<file path="config.mk">
export PLATFORM = sky130hd
export DESIGN_NAME = maxpool_ctrl
export DESIGN_NICKNAME = d
export VERILOG_FILES = /design/src/rtl/pool_pkg.sv /design/src/rtl/pool_linebuf.sv /design/src/rtl/maxpool_ctrl.sv
export SDC_FILE = /design/constraint.sdc
export NUM_CORES = 1
export LEC_CHECK = 0
export ABC_AREA = 1
export CAP_MARGIN = 15
export CORE_UTILIZATION = 40
export CTS_BUF_LIST = sky130_fd_sc_hd__clkbuf_8
export CTS_CLUSTER_SIZE = 40
export DETAILED_ROUTE_END_ITERATION = 8
export GPL_TIMING_DRIVEN = 0
export SLEW_MARGIN = 20
export SYNTH_ARGS = -nofsm -noshare
export SYNTH_HDL_FRONTEND = slang
export SYNTH_SLANG_ARGS = --single-unit
</file>
<file path="constraint.sdc">
create_clock -name clk -period 9 [get_ports clk]
set_clock_uncertainty 0.05 [all_clocks]
set_input_delay 1.8 -clock clk [delete_from_list [all_inputs] [get_ports clk]]
set_output_delay 1.8 -clock clk [all_outputs]
set_load 0.05 [all_outputs]
</file>
<file path="src/rtl/pool_pkg.sv">
`default_nettype none
// ============================================================================
// Module      : pool_pkg
// Description : Shared definitions for the max-pool stage.
//               - Q8.8 pixel format constants
//               - FSM state encoding for maxpool_ctrl
//               - signed maximum helper (smax)
// Revision    : 1.0 - initial release
// ============================================================================
package pool_pkg;

    // Q8.8 signed fixed point: 8 integer bits, 8 fraction bits.
    localparam int c_FRAC_BITS = 8;
    localparam int c_DATA_W    = 16;

    // Working width of smax. Callers sign-extend into it and truncate back,
    // so any pixel width up to this value shares the one helper.
    localparam int c_MAX_W     = 32;

    // Controller state encoding.
    localparam logic [1:0] c_IDLE  = 2'd0;
    localparam logic [1:0] c_RUN   = 2'd1;
    localparam logic [1:0] c_DRAIN = 2'd2;
    localparam logic [1:0] c_DONE  = 2'd3;

    // Two's-complement maximum. On a tie both operands are the same value,
    // so which one is returned does not matter.
    function automatic logic signed [c_MAX_W-1:0] smax(
        input logic signed [c_MAX_W-1:0] a,
        input logic signed [c_MAX_W-1:0] b
    );
        return (a >= b) ? a : b;
    endfunction

endpackage : pool_pkg
`default_nettype wire

</file>
<file path="src/rtl/pool_linebuf.sv">
`default_nettype none
// ============================================================================
// Module      : pool_linebuf
// Description : Line buffer of partial row maxima for the 2x2 pooler.
//               DEPTH x N register array, one synchronous write port and one
//               combinational read port. Contents are not reset.
// Ports       : clk      - rising-edge clock
//               i_we     - write enable
//               i_waddr  - write index
//               i_wdata  - write data
//               i_raddr  - read index
//               o_rdata  - read data (combinational)
// Revision    : 1.0 - initial release
// ============================================================================
module pool_linebuf #(
    parameter int N     = 16,
    parameter int DEPTH = 4,
    parameter int IW    = 2
) (
    input  logic          clk,
    input  logic          i_we,
    input  logic [IW-1:0] i_waddr,
    input  logic [N-1:0]  i_wdata,
    input  logic [IW-1:0] i_raddr,
    output logic [N-1:0]  o_rdata
);

    logic [N-1:0] r_mem [DEPTH];

    always_ff @(posedge clk) begin
        if (i_we) begin
            r_mem[i_waddr] <= i_wdata;
        end
    end

    assign o_rdata = r_mem[i_raddr];

endmodule : pool_linebuf
`default_nettype wire

</file>
<file path="src/rtl/maxpool_ctrl.sv">
`default_nettype none
// ============================================================================
// Module      : maxpool_ctrl
// Description : Streaming 2x2 / stride-2 max-pool controller. Consumes a
//               raster-order frame of signed Q8.8 pixels and emits one pooled
//               maximum per completed 2x2 window. A frame is launched by a
//               start pulse and closed by a one-cycle done pulse.
// Ports       : clk        - rising-edge clock
//               reset      - asynchronous active-high reset
//               start      - frame launch pulse (honoured only when idle)
//               in_valid   - input pixel valid
//               in_ready   - controller can accept a pixel
//               din        - signed pixel, raster order
//               out_valid  - pooled value valid
//               out_ready  - consumer accepts the pooled value
//               dout       - pooled maximum
//               busy       - frame in progress (RUN or DRAIN)
//               done       - one-cycle pulse after last output is taken
// Revision    : 1.0 - initial release
// ============================================================================
module maxpool_ctrl
    import pool_pkg::*;
#(
    parameter int N     = c_DATA_W,   // pixel width, must not exceed c_MAX_W
    parameter int IMG_W = 8,          // even, >= 2
    parameter int IMG_H = 8           // even, >= 2
) (
    input  logic         clk,
    input  logic         reset,
    input  logic         start,
    input  logic         in_valid,
    output logic         in_ready,
    input  logic [N-1:0] din,
    output logic         out_valid,
    input  logic         out_ready,
    output logic [N-1:0] dout,
    output logic         busy,
    output logic         done
);

    localparam int c_CW       = (IMG_W > 1) ? $clog2(IMG_W) : 1;
    localparam int c_RW       = (IMG_H > 1) ? $clog2(IMG_H) : 1;
    localparam int c_LB_DEPTH = IMG_W / 2;
    localparam int c_IW       = (c_LB_DEPTH > 1) ? $clog2(c_LB_DEPTH) : 1;

    // ------------------------------------------------------------------
    // State
    // ------------------------------------------------------------------
    logic [1:0]      r_state;
    logic [c_CW-1:0] r_col;
    logic [c_RW-1:0] r_row;
    logic [N-1:0]    r_hold;
    logic [N-1:0]    r_dout;
    logic            r_out_valid;

    // ------------------------------------------------------------------
    // Combinational control
    // ------------------------------------------------------------------
    logic            w_in_ready;
    logic            w_accept;
    logic            w_col_last;
    logic            w_row_last;
    logic            w_r0;
    logic            w_c0;
    logic            w_lb_we;
    logic            w_win_done;
    logic [c_IW-1:0] w_lb_idx;
    logic [N-1:0]    w_lb_rdata;
    logic [N-1:0]    w_max_hold;
    logic [N-1:0]    w_max_lb;

    // A new pixel is taken only if the output register is free or is being
    // drained this very cycle, so a completed window never overwrites an
    // unconsumed result.
    assign w_in_ready = (r_state == c_RUN) && (!r_out_valid || out_ready);
    assign w_accept   = in_valid && w_in_ready;

    assign w_col_last = (r_col == c_CW'(IMG_W - 1));
    assign w_row_last = (r_row == c_RW'(IMG_H - 1));
    assign w_r0       = r_row[0];
    assign w_c0       = r_col[0];

    // Even row, odd column: pair max of the upper half of a window.
    assign w_lb_we    = w_accept && !w_r0 &&  w_c0;
    // Odd row, odd column: fourth pixel of a window.
    assign w_win_done = w_accept &&  w_r0 &&  w_c0;

    assign w_lb_idx   = c_IW'(r_col >> 1);

    assign w_max_hold = N'(smax(c_MAX_W'($signed(r_hold)),
                                c_MAX_W'($signed(din))));
    assign w_max_lb   = N'(smax(c_MAX_W'($signed(w_lb_rdata)),
                                c_MAX_W'($signed(din))));

    // ------------------------------------------------------------------
    // Line buffer of upper-row pair maxima
    // ------------------------------------------------------------------
    pool_linebuf #(
        .N     (N),
        .DEPTH (c_LB_DEPTH),
        .IW    (c_IW)
    ) u_linebuf (
        .clk     (clk),
        .i_we    (w_lb_we),
        .i_waddr (w_lb_idx),
        .i_wdata (w_max_hold),
        .i_raddr (w_lb_idx),
        .o_rdata (w_lb_rdata)
    );

    // ------------------------------------------------------------------
    // FSM and raster counters
    // ------------------------------------------------------------------
    always_ff @(posedge clk or posedge reset) begin
        if (reset) begin
            r_state <= c_IDLE;
            r_col   <= '0;
            r_row   <= '0;
        end else begin
            case (r_state)
                c_IDLE: begin
                    if (start) begin
                        r_state <= c_RUN;
                        r_col   <= '0;
                        r_row   <= '0;
                    end
                end
                c_RUN: begin
                    if (w_accept) begin
                        if (w_col_last) begin
                            r_col <= '0;
                            r_row <= w_row_last ? '0 : r_row + c_RW'(1);
                            if (w_row_last) begin
                                r_state <= c_DRAIN;
                            end
                        end else begin
                            r_col <= r_col + c_CW'(1);
                        end
                    end
                end
                c_DRAIN: begin
                    // The final window result was loaded on the last accept;
                    // leave once the consumer has taken it.
                    if (r_out_valid && out_ready) begin
                        r_state <= c_DONE;
                    end
                end
                c_DONE: begin
                    r_state <= c_IDLE;
                end
                default: begin
                    r_state <= c_IDLE;
                end
            endcase
        end
    end

    // ------------------------------------------------------------------
    // Hold and output registers
    // ------------------------------------------------------------------
    always_ff @(posedge clk or posedge reset) begin
        if (reset) begin
            r_hold <= '0;
        end else if (w_accept && !w_c0) begin
            // Even column opens a pair: raw pixel on the upper row, or the
            // stored upper-pair max folded with it on the lower row.
            r_hold <= w_r0 ? w_max_lb : din;
        end
    end

    always_ff @(posedge clk or posedge reset) begin
        if (reset) begin
            r_dout      <= '0;
            r_out_valid <= 1'b0;
        end else if (w_win_done) begin
            // A completion in the same cycle as a handshake replaces the
            // consumed value with no bubble.
            r_dout      <= w_max_hold;
            r_out_valid <= 1'b1;
        end else if (out_ready) begin
            r_out_valid <= 1'b0;
        end
    end

    // ------------------------------------------------------------------
    // Outputs
    // ------------------------------------------------------------------
    assign in_ready  = w_in_ready;
    assign out_valid = r_out_valid;
    assign dout      = r_dout;
    assign busy      = (r_state == c_RUN) || (r_state == c_DRAIN);
    assign done      = (r_state == c_DONE);

endmodule : maxpool_ctrl
`default_nettype wire
</file>
==> results of run 1 <==
## registers in the layout, indices dropped and copies added, names as in the netlist
name and flops:
r_hold 16, u_linebuf.r_mem 64, r_state 2, out_valid 1, r_row 3, dout 16, r_col 3
## power by group through the flow
stage               clock (uW)  combinational, uW  sequential (uW)
finish                     300               1080              749
global route               324               1200              763
CTS                        306               1080              750
global placement             0               1040              756
detailed placement           0               1080              758
floorplan                    0                650              868
## layer usage
metal	share of wire, %	global-route usage [%]	vias up	wire length, um
met5	0	0	-	0
met4	1.1	6.95	0	152
met3	4.6	2.00	11	607
met2	46	30.1	83	6090
met1	48	28.5	1939	6380
li1	-	-	2102	-
## through the flow
step	util, %	std cells	hold slack, ns
CTS	48.4	831	0.448
floorplan	-	593	0.399
global placement	46.3	809	0.413
finish	48.4	831	0.440
global route	48.4	831	0.471
detailed placement	47.0	816	0.416
## cell type report
type,instances,area [um^2]
Buffer,16,95.1
Clock buffer,9,124
Clock inverter,6,67.6
Fill cell,1279,6920
Inverter,78,293
Multi-Input combinational cell,394,2270
Sequential cell,105,2950
Tap cell,176,220
Timing Repair Buffer,47,472
## worst reg2reg max path, cell delays in order, from the launching register on
cell and delay, ns:
dfrtp_1 0.47, inv_1 0.09, nand2_1 0.10, inv_1 0.14
clkbuf_1 0.31, nand2_1 0.13, nand2_1 0.05, a221oi_1 0.36
inv_1 0.09, ha_1 0.36, nand2_1 0.10, nor2_2 0.17
nand2_1 0.07, nor2_1 0.13, nand2_1 0.09, nand4_1 0.11
nand3_2 0.20, nand2_4 0.16, buf_6 0.14, nand2_1 0.05
nand3_1 0.10, nand2_1 0.06
## cells in the mapped netlist (all sizes together)
| library cell | instances | share of area [%] |
|---|---|---|
| nor4 | 2 | 0.49 |
| nand2 | 192 | 14 |
| a21oi | 14 | 1.3 |
| a211oi | 2 | 0.45 |
| o21a | 2 | 0.27 |
| o31ai | 1 | 0.13 |
| o21bai | 1 | 0.13 |
| dfrtp | 41 | 18 |
| nand3 | 59 | 5.8 |
| nor3 | 3 | 0.27 |
| and2 | 16 | 1.8 |
| edfxtp | 64 | 34 |
| or2 | 1 | 0.11 |
| clkbuf | 9 | 0.61 |
| o21ai | 10 | 0.90 |
| ha | 40 | 9.0 |
| nor2 | 15 | 1.2 |
| o22ai | 1 | 0.11 |
| a221oi | 16 | 2.5 |
| nand4 | 18 | 2.0 |
| inv | 78 | 5.2 |
| buf | 7 | 1.1 |
| o41ai | 1 | 0.16 |
## logic make-up after synthesis
logic type / Yosys count / synth area share [%]
AO/OA/AOI/OAI: 48 / 5.92
adder cells (fa/ha/maj): 40 / 8.97
AND/OR/NAND/NOR: 306 / 25.3
flip-flops: 105 / 52.8
buffers and inverters: 94 / 6.95
## final timing paths
kind	startpoint	to	slack, ns	depth (start not counted)
worst max register to register	r_col[1]	r_hold[5]	5.34	21
worst min register to register	dout[3]	dout[3]	0.44	2
max in group asynchronous	reset	r_row[2]	6.76	3
min in group asynchronous	reset	r_hold[12]	1.66	2
worst min-delay path	dout[3]	dout[3]	0.44	2
worst max-delay path	out_ready	in_ready	3.89	4
## layout by cell type, fill, tap and decap left out, types with 2 or more instances in the layout
cell type        count
a211oi_2             2
buf_4                3
edfxtp_1            64
nand2_1            178
a21oi_1             14
buf_12               2
inv_1               73
buf_6                4
clkdlybuf4s50_1     40
nand3_2              3
a221oi_1            16
nand4_1             18
inv_6                2
clkbuf_1             9
nor3_2               3
o21a_1               2
and2_1              16
nor2_2               5
nand2_2             13
ha_1                40
o21ai_0             10
inv_2                5
nand3_1             55
dfrtp_1             41
clkbuf_8             9
buf_2                5
nor2_1              10
==> qor.yml, run 1 <==
run_status:
  outcome: "completed"
logic_synthesis:
  syn-instance-count: 593
  yosysSeqAreaShare_pct: 52.8
  syn_area_um2: 5580
  avgSynthCellArea_um2: 9.41
  ys_seq_elements: 105
  syn_nets: 654
  yosys_warnings: 0
  yosysUniqueCellTypes: 33
critical_path:
  critical_path.cell_chain: "clkdlybuf4s50_1 -> nor2_1 -> nor2_2 -> clkdlybuf4s50_1"
  worstPathRequired_ns: 7.15
  critPathCaptureType: "output pin"
  crit_buf_inv: 2
  cp-start-kind: "input pin"
  cp.arrival_ns: 3.26
  crit_top_cell: "clkdlybuf4s50_1"
  slowest_stage: "clkdlybuf4s50_1"
  critPathTopFamily: "buffers and inverters"
  crit_type: "in -> out"
  max_stage_delay_ns: 0.80
  worst-path-max-fanout: 3
die:
  die_area_um2: 14400
  start_util_pct: 41.6
  die_h_um: 120
  pin_count: 41
  fp.dieW_um: 120
  rows: 42
  core_area_um2: 13400
clock_tree:
  cts_tree: "done"
  ctsResizeCount: 0
  clkSinkCount: 105
  cts_buffers: 9
  clkTransAtPathRegs_ns: 0.10
  insertion_delay_ns: 0.38
  holdBufCountCts: 0
  cts_max_level: 3
  clockBufferDepth: 2
  postCtsSetupRepairBufs: 0
  cts_root_buffer: "clkbuf_8"
final_layout:
  drive_above_1_share_pct: 9.62
  area_delta_synth_final_pct: 16.2
  layout.nets: 712
  antenna_cells: 0
  postLayoutCellArea_um2: 6480
sta:
  slew_violations: 0
  layout_min_cycle_time_ns: 5.11
  relSlewSlack_pct: 42.8
  rsz0062_at_grt: "no"
  setup_viol: 0
  fmax_mhz: 196
  period_share_pct: 56.8
  worst_pin_slew_ns: 0.853
  layout_setup_ws_ns: 3.89
  finalSetupTns_ns: 0
  hold_violations: 0
drt:
  drc: 0
  ant_nets: 0
  drt-total-wl_um: 13200
  wire_per_inst_um: 15.9
  firstDrtPassIters: 5
  initialDrtViolationCount: 237
  vias: 4135
  vias_per_cell: 4.98
placed_design:
  dpl_cell_area_um2: 6290
  hpwl_um: 10200
  place_ws_ns: 3.88
  gp_congestion: 0.878
  port_buffers: 40
power:
  power_frac_seq_pct: 35.2
  finalPower_uw: 2130
  p_clk_share_pct: 14.1
  cellPowerDensity_nw_per_um2: 328
  p_sw_share_pct: 45.0
  vdd_drop_max_mv: 0.179
  p_int_uw: 1170
  combPwrFrac_pct: 50.7
  p_sw_uw: 957
  p_leak_uw: 0.00298
grt:
  grt.overflow.total: 0
  antenna_found_initial: 0
  grt_pass1_wl_um: 21400
  grt_pass1_vias: 4115
  grt_max_degree: 28
  grt.total_usage_pct: 19.6
hold_path:
  hold_class: "reg -> reg"
flow_run:
  maxCapViolCount: 0
Note: power is estimated with default switching activity, not from simulation.
==> run 2: changes to the inputs <==
clock period = 5 ns   (was 9 ns; I/O delays follow)
==> results of run 2 <==
The final DEF is identical to that of run 1. Status: completed.
Among the figures that moved: setup slack after placement 3.88 ns -> 1.35 ns; setup slack after layout 3.89 ns -> 1.34 ns; start point of the critical path out_ready -> r_col[1]; end point of the critical path in_ready -> r_hold[5]; register-to-register setup slack 5.34 ns -> 1.34 ns; total power 2130 uW -> 3830 uW; worst IR drop on VDD 0.179 mV -> 0.322 mV
